<file path="config.mk">
export PLATFORM = sky130hd
export DESIGN_NAME = ldpc_phase_sched_flat
export DESIGN_NICKNAME = d
export VERILOG_FILES = /design/src/rtl/ldpc_phase_sched_if.sv /design/src/rtl/ldpc_phase_sched.sv /design/src/flat_wrapper.sv
export SDC_FILE = /design/constraint.sdc
export NUM_CORES = 1
export LEC_CHECK = 0
export ABC_AREA = 1
export CORE_UTILIZATION = 40
export DETAILED_ROUTE_END_ITERATION = 16
export SYNTH_ARGS = -nofsm -noshare
export SYNTH_HDL_FRONTEND = slang
export SYNTH_SLANG_ARGS = --single-unit
</file>
<file path="constraint.sdc">
create_clock -name clk -period 1.9 [get_ports clk]
set_input_delay 0.38 -clock clk [delete_from_list [all_inputs] [get_ports clk]]
set_output_delay 0.38 -clock clk [all_outputs]
set_load 0.01 [all_outputs]
</file>
<file path="src/rtl/ldpc_phase_sched_if.sv">
// Control/status bundle between the LDPC phase scheduler and its frame controller.
// The master side is the scheduler; the slave side issues start pulses.
interface ldpc_phase_sched_if #(
  parameter int ADDR_WIDTH = 5
);
  logic                  start;
  logic                  busy;
  logic                  vnu_en;
  logic                  enable_cnu;
  logic [ADDR_WIDTH-1:0] addr;
  logic                  addr_valid;
  logic                  ag_reset;
  logic                  f_id;
  logic [7:0]            iter_cnt;
  logic                  frame_done;

  modport master (
    input  start,
    output busy, vnu_en, enable_cnu, addr, addr_valid, ag_reset,
           f_id, iter_cnt, frame_done
  );

  modport slave (
    output start,
    input  busy, vnu_en, enable_cnu, addr, addr_valid, ag_reset,
           f_id, iter_cnt, frame_done
  );
endinterface

</file>
<file path="src/rtl/ldpc_phase_sched.sv">
// LDPC layered-decoder phase scheduler: alternates CNU and VNU address sweeps with
// pipeline drains for MAX_ITER iterations, then swaps the frame bank.
module ldpc_phase_sched #(
  parameter int L          = 32,
  parameter int ADDR_WIDTH = 5,
  parameter int CNU_DELAY  = 5,
  parameter int VNU_DELAY  = 3,
  parameter int MAX_ITER   = 18
) (
  input  logic                clk,
  input  logic                rst_n,
  ldpc_phase_sched_if.master  bus
);

  typedef enum logic [2:0] {
    IDLE, CNU_ISSUE, CNU_DRAIN, VNU_ISSUE, VNU_DRAIN, SWAP
  } state_t;

  localparam int MAX_DELAY = (CNU_DELAY > VNU_DELAY) ? CNU_DELAY : VNU_DELAY;
  localparam int DW        = $clog2(MAX_DELAY + 2);
  localparam logic [ADDR_WIDTH-1:0] ADDR_LAST = ADDR_WIDTH'(L - 1);
  localparam logic [DW-1:0]         CNU_LAST  = DW'(CNU_DELAY);
  localparam logic [DW-1:0]         VNU_LAST  = DW'(VNU_DELAY);
  localparam logic [7:0]            ITER_LAST = 8'(MAX_ITER);

  state_t                state_reg, state_next;
  logic [ADDR_WIDTH-1:0] addr_reg, addr_next;
  logic [DW-1:0]         drain_reg, drain_next;
  logic [7:0]            iter_reg, iter_next;
  logic                  pending_reg, pending_next;
  logic                  f_id_reg, f_id_next;
  logic                  addr_valid_reg, addr_valid_next;
  logic                  ag_reset_reg, ag_reset_next;
  logic                  enable_cnu_reg, enable_cnu_next;
  logic                  vnu_en_reg, vnu_en_next;
  logic                  busy_reg, busy_next;
  logic                  frame_done_reg, frame_done_next;

  always_comb begin
    state_next   = state_reg;
    addr_next    = '0;
    drain_next   = drain_reg;
    iter_next    = iter_reg;
    pending_next = pending_reg;

    // SWAP consumes a start directly, so only mid-frame starts are latched.
    if (bus.start && (state_reg != IDLE) && (state_reg != SWAP))
      pending_next = 1'b1;

    case (state_reg)
      IDLE: begin
        if (bus.start)
          state_next = CNU_ISSUE;
      end
      CNU_ISSUE: begin
        if (addr_reg == ADDR_LAST) begin
          state_next = CNU_DRAIN;
          drain_next = '0;
        end else begin
          addr_next = addr_reg + ADDR_WIDTH'(1);
        end
      end
      CNU_DRAIN: begin
        if (drain_reg == CNU_LAST)
          state_next = VNU_ISSUE;
        else
          drain_next = drain_reg + DW'(1);
      end
      VNU_ISSUE: begin
        if (addr_reg == ADDR_LAST) begin
          state_next = VNU_DRAIN;
          drain_next = '0;
        end else begin
          addr_next = addr_reg + ADDR_WIDTH'(1);
        end
      end
      VNU_DRAIN: begin
        if (drain_reg == VNU_LAST) begin
          iter_next  = iter_reg + 8'd1;
          state_next = ((iter_reg + 8'd1) == ITER_LAST) ? SWAP : CNU_ISSUE;
        end else begin
          drain_next = drain_reg + DW'(1);
        end
      end
      SWAP: begin
        iter_next    = '0;
        pending_next = 1'b0;
        state_next   = (pending_reg || bus.start) ? CNU_ISSUE : IDLE;
      end
      default: state_next = IDLE;
    endcase

    // Outputs are decoded from the next state so they stay registered and aligned.
    f_id_next       = (state_next == SWAP) ? ~f_id_reg : f_id_reg;
    addr_valid_next = (state_next == CNU_ISSUE) || (state_next == VNU_ISSUE);
    enable_cnu_next = (state_next == CNU_ISSUE) || (state_next == CNU_DRAIN);
    vnu_en_next     = (state_next == VNU_ISSUE) || (state_next == VNU_DRAIN);
    busy_next       = (state_next != IDLE);
    frame_done_next = (state_next == SWAP);
    ag_reset_next   = ((state_next == CNU_DRAIN) && (drain_next == CNU_LAST)) ||
                      ((state_next == VNU_DRAIN) && (drain_next == VNU_LAST));
  end

  always_ff @(posedge clk or negedge rst_n) begin
    if (!rst_n) begin
      state_reg      <= IDLE;
      addr_reg       <= '0;
      drain_reg      <= '0;
      iter_reg       <= '0;
      pending_reg    <= 1'b0;
      f_id_reg       <= 1'b0;
      addr_valid_reg <= 1'b0;
      ag_reset_reg   <= 1'b1;
      enable_cnu_reg <= 1'b0;
      vnu_en_reg     <= 1'b0;
      busy_reg       <= 1'b0;
      frame_done_reg <= 1'b0;
    end else begin
      state_reg      <= state_next;
      addr_reg       <= addr_next;
      drain_reg      <= drain_next;
      iter_reg       <= iter_next;
      pending_reg    <= pending_next;
      f_id_reg       <= f_id_next;
      addr_valid_reg <= addr_valid_next;
      ag_reset_reg   <= ag_reset_next;
      enable_cnu_reg <= enable_cnu_next;
      vnu_en_reg     <= vnu_en_next;
      busy_reg       <= busy_next;
      frame_done_reg <= frame_done_next;
    end
  end

  assign bus.busy       = busy_reg;
  assign bus.vnu_en     = vnu_en_reg;
  assign bus.enable_cnu = enable_cnu_reg;
  assign bus.addr       = addr_reg;
  assign bus.addr_valid = addr_valid_reg;
  assign bus.ag_reset   = ag_reset_reg;
  assign bus.f_id       = f_id_reg;
  assign bus.iter_cnt   = iter_reg;
  assign bus.frame_done = frame_done_reg;

endmodule

</file>
<file path="src/flat_wrapper.sv">
// flat-port wrapper written by rule: the top's interface ports become plain ports
module ldpc_phase_sched_flat 
#(
  parameter int L          = 32,
  parameter int ADDR_WIDTH = 5,
  parameter int CNU_DELAY  = 5,
  parameter int VNU_DELAY  = 3,
  parameter int MAX_ITER   = 18
)
  (clk, rst_n, bus_start, bus_busy, bus_vnu_en, bus_enable_cnu, bus_addr, bus_addr_valid, bus_ag_reset, bus_f_id, bus_iter_cnt, bus_frame_done);
  ldpc_phase_sched_if #(.ADDR_WIDTH(ADDR_WIDTH)) bus_i ();
  input  logic clk;
  input  logic rst_n;
  input wire logic [$bits(bus_i.start)-1:0] bus_start;
  output wire logic [$bits(bus_i.busy)-1:0] bus_busy;
  output wire logic [$bits(bus_i.vnu_en)-1:0] bus_vnu_en;
  output wire logic [$bits(bus_i.enable_cnu)-1:0] bus_enable_cnu;
  output wire logic [$bits(bus_i.addr)-1:0] bus_addr;
  output wire logic [$bits(bus_i.addr_valid)-1:0] bus_addr_valid;
  output wire logic [$bits(bus_i.ag_reset)-1:0] bus_ag_reset;
  output wire logic [$bits(bus_i.f_id)-1:0] bus_f_id;
  output wire logic [$bits(bus_i.iter_cnt)-1:0] bus_iter_cnt;
  output wire logic [$bits(bus_i.frame_done)-1:0] bus_frame_done;
  assign bus_i.start = bus_start;
  assign bus_busy = bus_i.busy;
  assign bus_vnu_en = bus_i.vnu_en;
  assign bus_enable_cnu = bus_i.enable_cnu;
  assign bus_addr = bus_i.addr;
  assign bus_addr_valid = bus_i.addr_valid;
  assign bus_ag_reset = bus_i.ag_reset;
  assign bus_f_id = bus_i.f_id;
  assign bus_iter_cnt = bus_i.iter_cnt;
  assign bus_frame_done = bus_i.frame_done;
  ldpc_phase_sched #(.L(L), .ADDR_WIDTH(ADDR_WIDTH), .CNU_DELAY(CNU_DELAY), .VNU_DELAY(VNU_DELAY), .MAX_ITER(MAX_ITER)) u_core (.clk(clk), .rst_n(rst_n), .bus(bus_i));
endmodule
</file>
==> results of run 1 <==
-- placed cells by master, fill, tap and decap left out --
cell | synthesis | layout
inv_1 | 29 | 27
nor2_4 | 2 | 2
nand3_2 | 2 | 2
nor2_1 | 19 | 17
o22ai_1 | 3 | 3
clkbuf_8 | 0 | 3
o21ai_0 | 9 | 8
a21oi_2 | 1 | 1
ha_4 | 0 | 1
o21bai_1 | 2 | 2
nand4_1 | 3 | 3
nand2_4 | 1 | 2
inv_2 | 2 | 4
nor3_1 | 4 | 3
clkinvlp_4 | 0 | 1
dfrtp_1 | 26 | 26
dfstp_2 | 1 | 1
nor4_1 | 1 | 1
nand2_2 | 3 | 2
o211ai_2 | 1 | 1
a21oi_1 | 3 | 3
o211ai_4 | 1 | 1
nand2_1 | 40 | 40
ha_1 | 8 | 6
nand2_8 | 1 | 1
buf_4 | 0 | 10
clkdlybuf4s50_1 | 0 | 22
o211ai_1 | 1 | 1
ha_2 | 0 | 1
inv_4 | 1 | 1
nand3_1 | 17 | 17
nor3_2 | 1 | 2
nor3_4 | 1 | 1
o21ai_1 | 1 | 2
nor2_2 | 3 | 5
-- per-stage QoR --
| stage | std cells | hold slack, ns |
|---|---|---|
| finish | 271 | 0.477 |
| global route | 271 | 0.514 |
| CTS | 268 | 0.488 |
| detailed placement | 262 | 0.503 |
| global placement | 262 | 0.482 |
| floorplan | 188 | 0.0844 |
-- metal layers --
layer  share of wire, %  vias up  global-route usage, %
met5                  0        -                      0
met3                2.4        2                   1.61
li1                   -      677                      -
met2                 46       13                   25.9
met1                 51      612                   25.1
met4               0.71        0                   5.00
-- final cells by class --
class	count	area share, %
multi-input cells	128	39.0
clock buffers	3	2.09
flip-flops and latches	27	34.3
repair buffers	32	15.0
clock inverters	1	0.381
well taps	48	3.05
inverters	32	6.22
-- cells by family after synthesis --
family                     after synthesis  synth area share, %
AOI/OAI and AO/OA                       22                 9.61
adders and majority gates                8                 6.46
and+or+nand+nor                         98                 31.6
buffers and inverters                   33                 8.64
DFF                                     27                 43.7
-- worst register-to-register path: cells and delay by family (launching register included) --
| kind | cells | cell delay, ns |
|---|---|---|
| flip-flops | 1 | 0.41 |
| AND/OR/NAND/NOR | 6 | 0.77 |
| adder cells (fa/ha/maj) | 1 | 0.19 |
| buffers and inverters | 2 | 0.23 |
| AO/OA/AOI/OAI | 1 | 0.15 |
-- power by group through the flow --
stage / registers [W] / logic, W / clock network (W)
after floorplan: 0.000586 / 0.0000000119 / 0
after global placement: 0.000586 / 0.0000175 / 0
after global routing: 0.000574 / 0.0000196 / 0.000358
after CTS: 0.000574 / 0.0000177 / 0.000342
final: 0.000574 / 0.0000167 / 0.000333
after detailed placement: 0.000586 / 0.0000176 / 0
-- worst max path at each step --
stage / from / end / cells past startpoint
after floorplan: u_core.bus.addr[0] / u_core.bus.f_id / 13
after global placement: u_core.bus.addr[1] / u_core.bus.f_id / 13
after detailed placement: u_core.bus.addr[1] / u_core.bus.ag_reset / 10
after CTS: u_core.bus.addr[1] / u_core.bus.ag_reset / 10
after global routing: u_core.bus.addr[0] / u_core.bus.ag_reset / 11
final: u_core.drain_reg[0] / u_core.bus.ag_reset / 10
-- what timing repair did --
action                                 4_1_cts  5_1_grt
resized for setup                            1        9
pin swaps                                    1        1
gates cloned                                 0        0
buffers inserted                             2        3
setup endpoints to repair                    6        7
endpoints found under the hold margin        0        0
==> reports/qor.txt, run 1 <==
Status: complete, no violations
Seq. cell area: 677 um^2
Worst slew margin: 71.2%
Fillers: 346
Clk sinks: 27
CTS root buf: clkbuf_8
# H-tree levels: 1
Crit path top cell by count: nand2_1
Synth cell count leaders: nand2_1, inv_1, dfrtp_1, nor2_1, nand3_1
Diodes inserted: 0
Largest net degree at the start of global routing: 28
Register area share after synthesis: 43.7%
Cts hold-fix bufs: 0
DPL Wire Length: 2.47 mm
Total Wirelength: 3.23 mm
Critical path type: register to register
Initial antenna violation count: 0
Final slew viol count: 0
Core ar.: 0.00369 mm^2
Yosys warns: 0
Max Clk Rate: 553 MHz
Async SR Flop Fraction: 100%
RSZ-0062 raised after global routing: no
DRC errors left: 0
Critical path's slowest cell: dfrtp_1
Ports: 23
Worst skew pair latency: 0.27 ns
Switching power total: 0.000196 W
FF-to-FF path depth: 10
TritonRoute pass-1 iters: 4
WP buf/inv: 2
Crit path largest cell delay: 0.41 ns
Dpl ws: -0.0648 ns
Int Pwr: 0.000728 W
Crit path required time: 2.11 ns
CTS buffer count: 3
Switching part of the total: 21.2%
Detailed-route via count: 1304
Most common cell in the netlist: nand2_1
Crit Path Max Fanout: 5
GRT overflow: 0
Class of the worst hold path: input port to async pin
Nets: 235
Area grow syn2layout: 27.3%
DRT iter0 DRCs: 90
CTS tree: yes
Origin of the critical flop-to-flop path: u_core.drain_reg[0]
WL per Instance: 11.9 um
Max cap viols: 0
Via density: 4.81
Yosys top cell area share: 42.0%
Post-synth design cell area: 0.00155 mm^2
Die height: 64.2 um
Multi-input combinational cell area: 768 um^2
Sum of negative setup slack: 0 ns
Clock power share: 36.0%
Row count: 22
Count of final hold-check violations: 0
Placed instance area: 0.00186 mm^2
FF-to-FF End: u_core.bus.ag_reset
Design Power: 0.000924 W
Tmin final: 1.81 ns
Netlist cell types: 30
Die area: 0.00413 mm^2
Post-layout util: 53.5%
Vias in the first global route: 1238
Final setup viols: 0
Fin area: 0.00197 mm^2
Cell taking the most area after synthesis: dfrtp_1
Starting Density: 42.0%
Crit-path leading delay family: simple AND/OR/NAND/NOR gates
CP Cell Sequence: buf_4 > ha_1 > nand2_1 > nor2_1 > nor3_4 > nand2_1 > a21oi_2 > inv_1 > nand3_1 > nand2_1
Power density over the cells: 468 mW/mm^2
Port Buffers: 22
Synth Instances: 188
Layout cells sized above 1: 18.8%
Nature of the critical path endpoint: register
Combinational power share: 1.8%
Largest register FFs: 8
Die width: 64.2 um
Clk slew on worst S/H paths: 0.10 ns
Least-Margin Pin Slew: 0.432 ns
Setup Skew: 0.00324 ns
Synthesized net count: 199
Tcrit/Tclk final: 95.2%
Post-synth EDFFs: 0
Number of synthesized register bits: 27
Final worst slack: 0.0909 ns
Total GRT Usage: 16.9%
Gpl congestion: 0.872
CP arrival: 2.02 ns
Reg2Reg Setup Slack: 0.09 ns
Syn_area_per_cell: 8.24 um^2
Seq pwr share: 62.2%
First-pass GRT wire length: 5.49 mm
Peak supply drop: 0.234 mV
LEAKAGE: 0.917 nW
DRT antenna net count: 0
Synth area leaders: dfrtp_1, nand2_1, inv_1
Top FF cell, synth: dfrtp_1
CTS max path bufs: 2
Startpoint type of the worst setup path: register
No activity file was read; power rests on OpenSTA's default activity.
==> inputs of run 2 (changes only) <==
==> constraint.sdc (replaced) <==
create_clock -name clk -period 1.9 [get_ports clk]
set_input_delay 0.475 -clock clk [delete_from_list [all_inputs] [get_ports clk]]
set_output_delay 0.475 -clock clk [all_outputs]
set_load 0.01 [all_outputs]
==> results of run 2 <==
The final DEF is identical to that of run 1. Status: complete, no violations.
Among the figures that moved: setup slack after layout 0.0909 ns -> 0.0901 ns; hold slack 0.477 ns -> 0.526 ns; start point of the critical path u_core.drain_reg[0] -> u_core.bus.iter_cnt[1]; end point of the critical path u_core.bus.ag_reset -> bus_iter_cnt[1]
